[config.mk]
export PLATFORM = sky130hd
export DESIGN_NAME = aes_inv_key_expansion
export DESIGN_NICKNAME = d
export VERILOG_FILES = /design/src/rtl/aes_inv_key_expansion.sv
export SDC_FILE = /design/constraint.sdc
export NUM_CORES = 1
export LEC_CHECK = 0
export ABC_AREA = 1
export CORE_AREA = 2 2 220 308
export DETAILED_ROUTE_END_ITERATION = 7
export DIE_AREA = 0 0 222 310
export GPL_TIMING_DRIVEN = 0
export HOLD_SLACK_MARGIN = 0.05
export SLEW_MARGIN = 30
export SYNTH_ARGS = -nofsm -noshare
export SYNTH_HDL_FRONTEND = slang
export SYNTH_SLANG_ARGS = --single-unit
export TNS_END_PERCENT = 5
[constraint.sdc]
create_clock -name clk_i -period 2.6 [get_ports clk_i]
set_input_delay 0.78 -clock clk_i [delete_from_list [all_inputs] [get_ports clk_i]]
set_output_delay 0.78 -clock clk_i [all_outputs]
set_load 0.03 [all_outputs]
[src/rtl/aes_inv_key_expansion.sv]
// AES-128 inverse key schedule: walks round keys from round 10 down to round 0,
// one key per accepted beat, holding only the current round key.
module aes_inv_key_expansion #(
   parameter int NR         = 10,
   parameter int TEXT_WIDTH = 128
) (
   input  logic                  clk_i,
   input  logic                  rst_ni,
   input  logic                  start_i,
   input  logic [TEXT_WIDTH-1:0] last_key_i,
   output logic [TEXT_WIDTH-1:0] rkey_o,
   output logic [3:0]            rkey_round_o,
   output logic                  rkey_valid_o,
   input  logic                  rkey_ready_i,
   output logic                  busy_o,
   output logic                  done_o
);

   typedef enum logic {IDLE, RUN} state_e;

   localparam logic [3:0] LastRound = 4'(NR);

   // Forward AES S-box, entry 0x00 in the most significant byte.
   localparam logic [2047:0] SboxTbl = {
      128'h637c777bf26b6fc53001672bfed7ab76, 128'hca82c97dfa5947f0add4a2af9ca472c0,
      128'hb7fd9326363ff7cc34a5e5f171d83115, 128'h04c723c31896059a071280e2eb27b275,
      128'h09832c1a1b6e5aa0523bd6b329e32f84, 128'h53d100ed20fcb15b6acbbe394a4c58cf,
      128'hd0efaafb434d338545f9027f503c9fa8, 128'h51a3408f929d38f5bcb6da2110fff3d2,
      128'hcd0c13ec5f974417c4a77e3d645d1973, 128'h60814fdc222a908846eeb814de5e0bdb,
      128'he0323a0a4906245cc2d3ac629195e479, 128'he7c8376d8dd54ea96c56f4ea657aae08,
      128'hba78252e1ca6b4c6e8dd741f4bbd8b8a, 128'h703eb5664803f60e613557b986c11d9e,
      128'he1f8981169d98e949b1e87e9ce5528df, 128'h8ca1890dbfe6426841992d0fb054bb16
   };

   function automatic logic [7:0] sbox(input logic [7:0] x);
      logic [10:0] idx;
      idx = 11'd2047 - {x, 3'b000};
      return SboxTbl[idx -: 8];
   endfunction

   function automatic logic [31:0] sub_word(input logic [31:0] w);
      return {sbox(w[31:24]), sbox(w[23:16]), sbox(w[15:8]), sbox(w[7:0])};
   endfunction

   // Rcon of the round being left, not of the round being entered.
   function automatic logic [7:0] rcon(input logic [3:0] r);
      logic [7:0] rc;
      case (r)
         4'd1:    rc = 8'h01;
         4'd2:    rc = 8'h02;
         4'd3:    rc = 8'h04;
         4'd4:    rc = 8'h08;
         4'd5:    rc = 8'h10;
         4'd6:    rc = 8'h20;
         4'd7:    rc = 8'h40;
         4'd8:    rc = 8'h80;
         4'd9:    rc = 8'h1b;
         4'd10:   rc = 8'h36;
         default: rc = 8'h00;
      endcase
      return rc;
   endfunction

   state_e                  state_q;
   logic [TEXT_WIDTH-1:0]   key_q;
   logic [3:0]              round_q;
   logic                    done_q;

   logic [31:0] k0, k1, k2, k3;
   logic [31:0] p0, p1, p2, p3;
   logic [TEXT_WIDTH-1:0]   key_d;

   assign k0 = key_q[127:96];
   assign k1 = key_q[95:64];
   assign k2 = key_q[63:32];
   assign k3 = key_q[31:0];

   // Undo one forward expansion step; p3 is recovered first and feeds RotWord/SubWord.
   assign p3    = k3 ^ k2;
   assign p2    = k2 ^ k1;
   assign p1    = k1 ^ k0;
   assign p0    = k0 ^ sub_word({p3[23:0], p3[31:24]}) ^ {rcon(round_q), 24'h0};
   assign key_d = {p0, p1, p2, p3};

   always_ff @(posedge clk_i or negedge rst_ni) begin
      if (!rst_ni) begin
         state_q <= IDLE;
         key_q   <= '0;
         round_q <= '0;
         done_q  <= 1'b0;
      end else begin
         done_q <= 1'b0;
         case (state_q)
            IDLE: begin
               if (start_i) begin
                  key_q   <= last_key_i;
                  round_q <= LastRound;
                  state_q <= RUN;
               end
            end
            RUN: begin
               if (rkey_ready_i) begin
                  if (round_q == 4'd0) begin
                     state_q <= IDLE;
                     done_q  <= 1'b1;
                  end else begin
                     key_q   <= key_d;
                     round_q <= round_q - 4'd1;
                  end
               end
            end
            default: state_q <= IDLE;
         endcase
      end
   end

   assign rkey_o       = key_q;
   assign rkey_round_o = round_q;
   assign rkey_valid_o = (state_q == RUN);
   assign busy_o       = (state_q == RUN);
   assign done_o       = done_q;

endmodule

# Word level (Yosys, flattened, before mapping)
# Memory sizes are Yosys's and may differ from the RTL's.
# Index checks and enable logic that the tools add are counted.
# totals
register_bits,134
mem_bits_ro,128
inputBits,132
output_inout_bits,135
mem_count,1
# mem_list
memory,words,word_bits,read_ports,rd_ports_with_merged_regs,wr,line_no,text
(name not given),16,8,1,0,0,48,case (r)
# op_classes
addsub,5
n_eq_ne,3
shifts,4
muxes,15
n_bitwise,6
n_reduce_logical,2
# ops
op,n
$shiftx A2055 B12 Y8 const A,4
$mux W128,3
$pmux W128 S2,1
$xor A32 B32 Y32,5
$sub A11 B11 Y11 const A,4
$mux W4,3
$pmux W4 S2,1
$mux W1,6
$ne A2 B2 Y1 const B,3
$logic_not A4 Y1,1
$sub A4 B1 Y4 const B,1
$reduce_and A3 Y1,1
$pmux W1 S2,1
$not A1 Y1,1

# Logic depth before layout (Yosys ltp)
# logic_depth
ltp_word,8
ltp_mapped,19
ltp_nobuf,19

# Worst setup path before layout
# OpenSTA, ideal clock, no wires.
# synth_path
kind,register to register
from,register key_q[9] (netlist: rkey_o[9])
to,register key_q[113] (netlist: rkey_o[113])
setup_ps,117
arrival_time_ps,2409
setup_slack_ps,74
stages_incl_launch_ff,17
synth_period_minus_slack_ps,2526
cell_sequence,dfrtp_1 -> inv_1 -> nand2_1 -> nand2_1 -> ha_1 -> inv_1 -> nand2_1 -> buf_2 -> nand3_1 -> nand3_1 -> nand3_1 -> nand3_1 -> nand3_1 -> nand3_1 -> nand3_1 -> nand2_1 -> nand2_1
# synth_between
elab_chain_len,8
# synth_lines
item,line_no,text
"start, declared",65,logic [TEXT_WIDTH-1:0] key_q;
"start signal, assigned",96,key_q <= last_key_i;
"start signal, assigned",107,key_q <= key_d;
$xor A32 B32 Y32,79,assign p3 = k3 ^ k2;
$sub A11 B11 Y11,37,"idx = 11'd2047 - {x, 3'b000};"
$shiftx A2055 B12 Y8,38,return SboxTbl[idx -: 8];
$xor A32 B32 Y32 (2 in a row),82,"assign p0 = k0 ^ sub_word({p3[23:0], p3[31:24]}) ^ {rcon(round_q), 24'h0};"
$mux W128,103,if (round_q == 4'd0) begin
$mux W128,102,if (rkey_ready_i) begin
$pmux W128 S2,93,case (state_q)
# Every way passes these cells. The select of a mux whose other input is x is not followed.
# A chain may end at the register's enable or synchronous reset.

# Final worst setup path
# layout_path
from,register key_q[45] (netlist: rkey_o[45])
to,register key_q[116] (netlist: rkey_o[116])
# The elaborated chain is that of the path after synthesis.

==> metrics.txt <==
# TYPE chip_impl_metric gauge
chip_impl_metric{name="finalClockSkew",unit="ns"} 0.01022
chip_impl_info{name="yosys.cell_count.top_type",value="sky130_fd_sc_hd__nand3_1"} 1
chip_impl_metric{name="final.setup.tns",unit="ns"} -0.9118
chip_impl_metric{name="ys_async_sr_fraction",unit="%"} 100.0
chip_impl_metric{name="ff2ff_setup_slack",unit="ns"} -0.25
chip_impl_metric{name="remaining_drc_errors",unit=""} 0
chip_impl_metric{name="synth.yosys.seq_area_share",unit="%"} 17.08
chip_impl_metric{name="critPathMaxFanout",unit=""} 10
chip_impl_info{name="path_delay_family",value="buffers and inverters"} 1
chip_impl_info{name="cts_tree",value="yes"} 1
chip_impl_metric{name="cts.clk_slew.worst_paths",unit="ns"} 0.07
chip_impl_metric{name="grt_pass1_vias",unit=""} 28250
chip_impl_metric{name="syn-num-nets",unit=""} 3751
chip_impl_metric{name="overall_via_count_from_detail_route",unit=""} 30010
chip_impl_info{name="hp-class",value="in2async"} 1
chip_impl_metric{name="crit_buf_inv",unit=""} 2
chip_impl_metric{name="ctsHtreeMaxLevel",unit=""} 4
chip_impl_metric{name="die_height",unit="um"} 310
chip_impl_info{name="run_status",value="finished, violations left"} 1
chip_impl_metric{name="crit_path_max_incr_delay",unit="ns"} 0.87
chip_impl_info{name="clock-root-buffer",value="sky130_fd_sc_hd__clkbuf_16"} 1
chip_impl_metric{name="finalHoldViolations",unit=""} 0
chip_impl_metric{name="yosys_synthesis_warning_count",unit=""} 0
chip_impl_metric{name="cp_data_arrival_time",unit="ns"} 3.22
chip_impl_metric{name="area.growth.synth_to_final",unit="%"} 32.90
chip_impl_info{name="synthDominantAreaCellType",value="sky130_fd_sc_hd__nand3_1"} 1
chip_impl_metric{name="worst_skew_pair.late_latency",unit="ns"} 0.49
chip_impl_metric{name="min_period",unit="ns"} 2.846
chip_impl_metric{name="dr_iter_0_viols",unit=""} 4425
chip_impl_metric{name="die_area",unit="sq mm"} 0.06882
chip_impl_metric{name="synth.lib_cells_used.distinct",unit=""} 37
chip_impl_metric{name="syn_area_per_cell",unit="sq um"} 5.514
chip_impl_info{name="critical_path.slowest_cell",value="sky130_fd_sc_hd__buf_1"} 1
chip_impl_metric{name="worst_slack",unit="ns"} -0.2457
chip_impl_info{name="synth.area.top_cells",value="sky130_fd_sc_hd__nand3_1 (31%), sky130_fd_sc_hd__nand2_1 (21%), sky130_fd_sc_hd__dfrtp_1 (17%), sky130_fd_sc_hd__o21ai_0 (4.3%), sky130_fd_sc_hd__ha_1 (3.7%)"} 1
chip_impl_metric{name="finalWirelength",unit="mm"} 150.5
chip_impl_info{name="worst-setup-path-type",value="reg2reg"} 1
chip_impl_metric{name="syn_area",unit="sq mm"} 0.01964
chip_impl_info{name="cp_cell_sequence",value="xnor2_1 -> inv_2 -> buf_1 -> nand3_1 -> nand3_1 -> nand3_1 -> nand3_1 -> nand3_1 -> nand2_1 -> nand2_1"} 1
chip_impl_metric{name="cts_hold_repair.buffers",unit=""} 0
chip_impl_info{name="setup_repair_after_global_routing_missed_its_margin",value="true"} 1
chip_impl_metric{name="slew_headroom",unit="%"} 24.55
chip_impl_info{name="crit_path_launch_type",value="flip-flop"} 1
chip_impl_metric{name="worst_pin_slew",unit="ns"} 1.132
chip_impl_metric{name="detailedRoute.firstPassIterationCount",unit=""} 6
chip_impl_metric{name="drive_gt1_share",unit="%"} 15.25
chip_impl_metric{name="fp-row-count",unit=""} 112
chip_impl_metric{name="gpl.final_weighted_congestion",unit=""} 1.074
chip_impl_metric{name="grt_overflow",unit=""} 0
chip_impl_metric{name="timing.final.max_slew_violations",unit=""} 0
chip_impl_metric{name="synth_seq_cells",unit=""} 134
chip_impl_info{name="cp-end-kind",value="flip-flop"} 1
chip_impl_metric{name="drv.max_cap_violation_count",unit=""} 0
chip_impl_metric{name="detail-route-antenna-nets",unit=""} 0
chip_impl_metric{name="num-fill-cells",unit=""} 7452
chip_impl_metric{name="num-nets-final",unit=""} 4093
chip_impl_info{name="synth_ff_type",value="sky130_fd_sc_hd__dfrtp_1"} 1
chip_impl_metric{name="max_clock_freq",unit="MHz"} 351.4
chip_impl_metric{name="count_of_flip_flops_with_a_built_in_enable_after_synthesis",unit=""} 0
chip_impl_metric{name="routed_wirelength_normalized_by_instance_count",unit="um"} 31.50
chip_impl_metric{name="design.portCount",unit=""} 267
chip_impl_metric{name="report.final.setup_viol",unit=""} 23
chip_impl_metric{name="critPathRequiredTime",unit="ns"} 2.97
chip_impl_metric{name="viasPerCell",unit=""} 6.281
chip_impl_metric{name="grt_pass1_wl",unit="mm"} 209.7
chip_impl_metric{name="fp.coreArea",unit="sq mm"} 0.06628
chip_impl_metric{name="clkSinkCount",unit=""} 134
chip_impl_metric{name="antenna_found_initial",unit=""} 16
chip_impl_metric{name="synthCells",unit=""} 3561
chip_impl_metric{name="max-clock-path-buffers",unit=""} 2
chip_impl_metric{name="dp_hpwl",unit="mm"} 113.5
chip_impl_info{name="synth.cells.most_frequent",value="sky130_fd_sc_hd__nand3_1 (1234), sky130_fd_sc_hd__nand2_1 (1091), sky130_fd_sc_hd__inv_1 (168), sky130_fd_sc_hd__o21ai_0 (168), sky130_fd_sc_hd__nor2_1 (151)"} 1
chip_impl_metric{name="groute.usage.overall",unit="%"} 42.23
chip_impl_metric{name="count_of_buffers_from_port_buffering",unit=""} 266
chip_impl_metric{name="die_w",unit="um"} 222
chip_impl_metric{name="grt_start_max_net_pins",unit=""} 81
chip_impl_info{name="violations",value="setup timing"} 1
chip_impl_metric{name="start_util",unit="%"} 29.62
chip_impl_metric{name="post-synth-top-area-fraction",unit="%"} 31.45
chip_impl_info{name="crit_path_frequent_cell",value="sky130_fd_sc_hd__nand3_1"} 1
chip_impl_metric{name="fin_crit_sh",unit="%"} 109.4
chip_impl_metric{name="cts-buffers-inserted",unit=""} 17
area by class of cell:
cell class | instances | area, sq um | share of cell area [%]
flip-flops and latches | 134 | 3372 | 12.92
plain buffers | 251 | 1439 | 5.514
diodes | 6 | 15.01 | 0.05754
clock inverters | 13 | 161.4 | 0.6185
repair buffers | 322 | 3151 | 12.07
clock buffers | 19 | 442.9 | 1.697
well taps | 855 | 1070 | 4.100
multi-input cells | 2982 | 15700 | 60.15
inverters | 195 | 749.5 | 2.872
cells in the final DEF, fill, tap and decap left out, types with 7 or more instances in the layout:
cell,count
sky130_fd_sc_hd__nor2_2,15
sky130_fd_sc_hd__ha_1,32
sky130_fd_sc_hd__clkdlybuf4s50_1,250
sky130_fd_sc_hd__a21oi_1,84
sky130_fd_sc_hd__nand3_2,58
sky130_fd_sc_hd__dfrtp_1,119
sky130_fd_sc_hd__xor2_1,11
sky130_fd_sc_hd__nand2_4,61
sky130_fd_sc_hd__nand2_1,999
sky130_fd_sc_hd__ha_2,14
sky130_fd_sc_hd__inv_1,153
sky130_fd_sc_hd__dlymetal6s2s_1,7
sky130_fd_sc_hd__clkbuf_2,55
sky130_fd_sc_hd__buf_4,84
sky130_fd_sc_hd__buf_1,9
sky130_fd_sc_hd__inv_2,33
sky130_fd_sc_hd__clkbuf_1,66
sky130_fd_sc_hd__nand3_4,16
sky130_fd_sc_hd__o211ai_1,30
sky130_fd_sc_hd__xnor2_1,8
sky130_fd_sc_hd__ha_4,12
sky130_fd_sc_hd__nand2_2,74
sky130_fd_sc_hd__nand3_1,1162
sky130_fd_sc_hd__a22oi_1,10
sky130_fd_sc_hd__nand4_1,13
sky130_fd_sc_hd__nor2_1,138
sky130_fd_sc_hd__clkbuf_16,17
sky130_fd_sc_hd__buf_6,19
sky130_fd_sc_hd__buf_2,57
sky130_fd_sc_hd__clkbuf_4,12
sky130_fd_sc_hd__o21ai_0,167
sky130_fd_sc_hd__a2bb2oi_1,11
sky130_fd_sc_hd__dfrtp_2,15
sky130_fd_sc_hd__a32oi_1,11
sky130_fd_sc_hd__o21ai_1,12
path summary, 6_finish.rpt:
check,from,to,cells past startpoint
setup reg to reg,rkey_o[45]$_DFFE_PN0P_,rkey_o[116]$_DFFE_PN0P_,10
hold reg to reg,rkey_o[29]$_DFFE_PN0P_,rkey_o[29]$_DFFE_PN0P_,2
setup / recovery,rkey_o[45]$_DFFE_PN0P_,rkey_o[116]$_DFFE_PN0P_,10
max in group asynchronous,rst_ni,rkey_o[34]$_DFFE_PN0P_,2
min in group clk_i,rkey_o[29]$_DFFE_PN0P_,rkey_o[29]$_DFFE_PN0P_,2
hold / removal,rst_ni,rkey_o[18]$_DFFE_PN0P_,1
cell families after synthesis:
kind of cell / count (synthesis) / share of synthesized area [%]
fa+ha+maj: 58 / 3.696
flops: 134 / 17.08
simple gates: 2551 / 58.00
xor+xnor: 29 / 1.561
compound gates: 343 / 9.845
buf+inv: 446 / 9.820
state kept, by name, summed over array words and instances, names as in the netlist:
register	count
rkey_round_o	4
done_o	1
busy_o	1
rkey_o	128
metrics by stage:
step	hold slack (ns)	setup slack, ns	area [sq um]	instances	utilization, %
final	0.2301	-0.2457	26100	4777	39.37
after detailed placement	0.5303	-0.9777	23400	4683	35.30
after global routing	0.2527	-0.2471	26090	4775	39.36
after floorplan	0.4844	0.07435	19640	3561	-
after global placement	0.5128	-5.365	23370	4682	35.25
after CTS	0.2266	-0.1574	24760	4724	37.36
per-layer routing:
layer | track usage (%) | vias up | part of all wire, %
met5 | 0 | - | 0.054
met4 | 31.10 | 12 | 9.1
met3 | 10.08 | 679 | 11
met2 | 67.95 | 2338 | 44
met1 | 49.19 | 14200 | 36
li1 | - | 12770 | -
repair_timing:
action,4_1_cts,5_1_grt
setup buffers,9,46
cloned,0,1
gates resized for setup,206,288
setup endpoints to repair,95,113
pin swaps,8,29
Power is left out: the tool's default activity adds up to more than one toggle a clock period on the data nets, which glitch-free logic cannot reach.
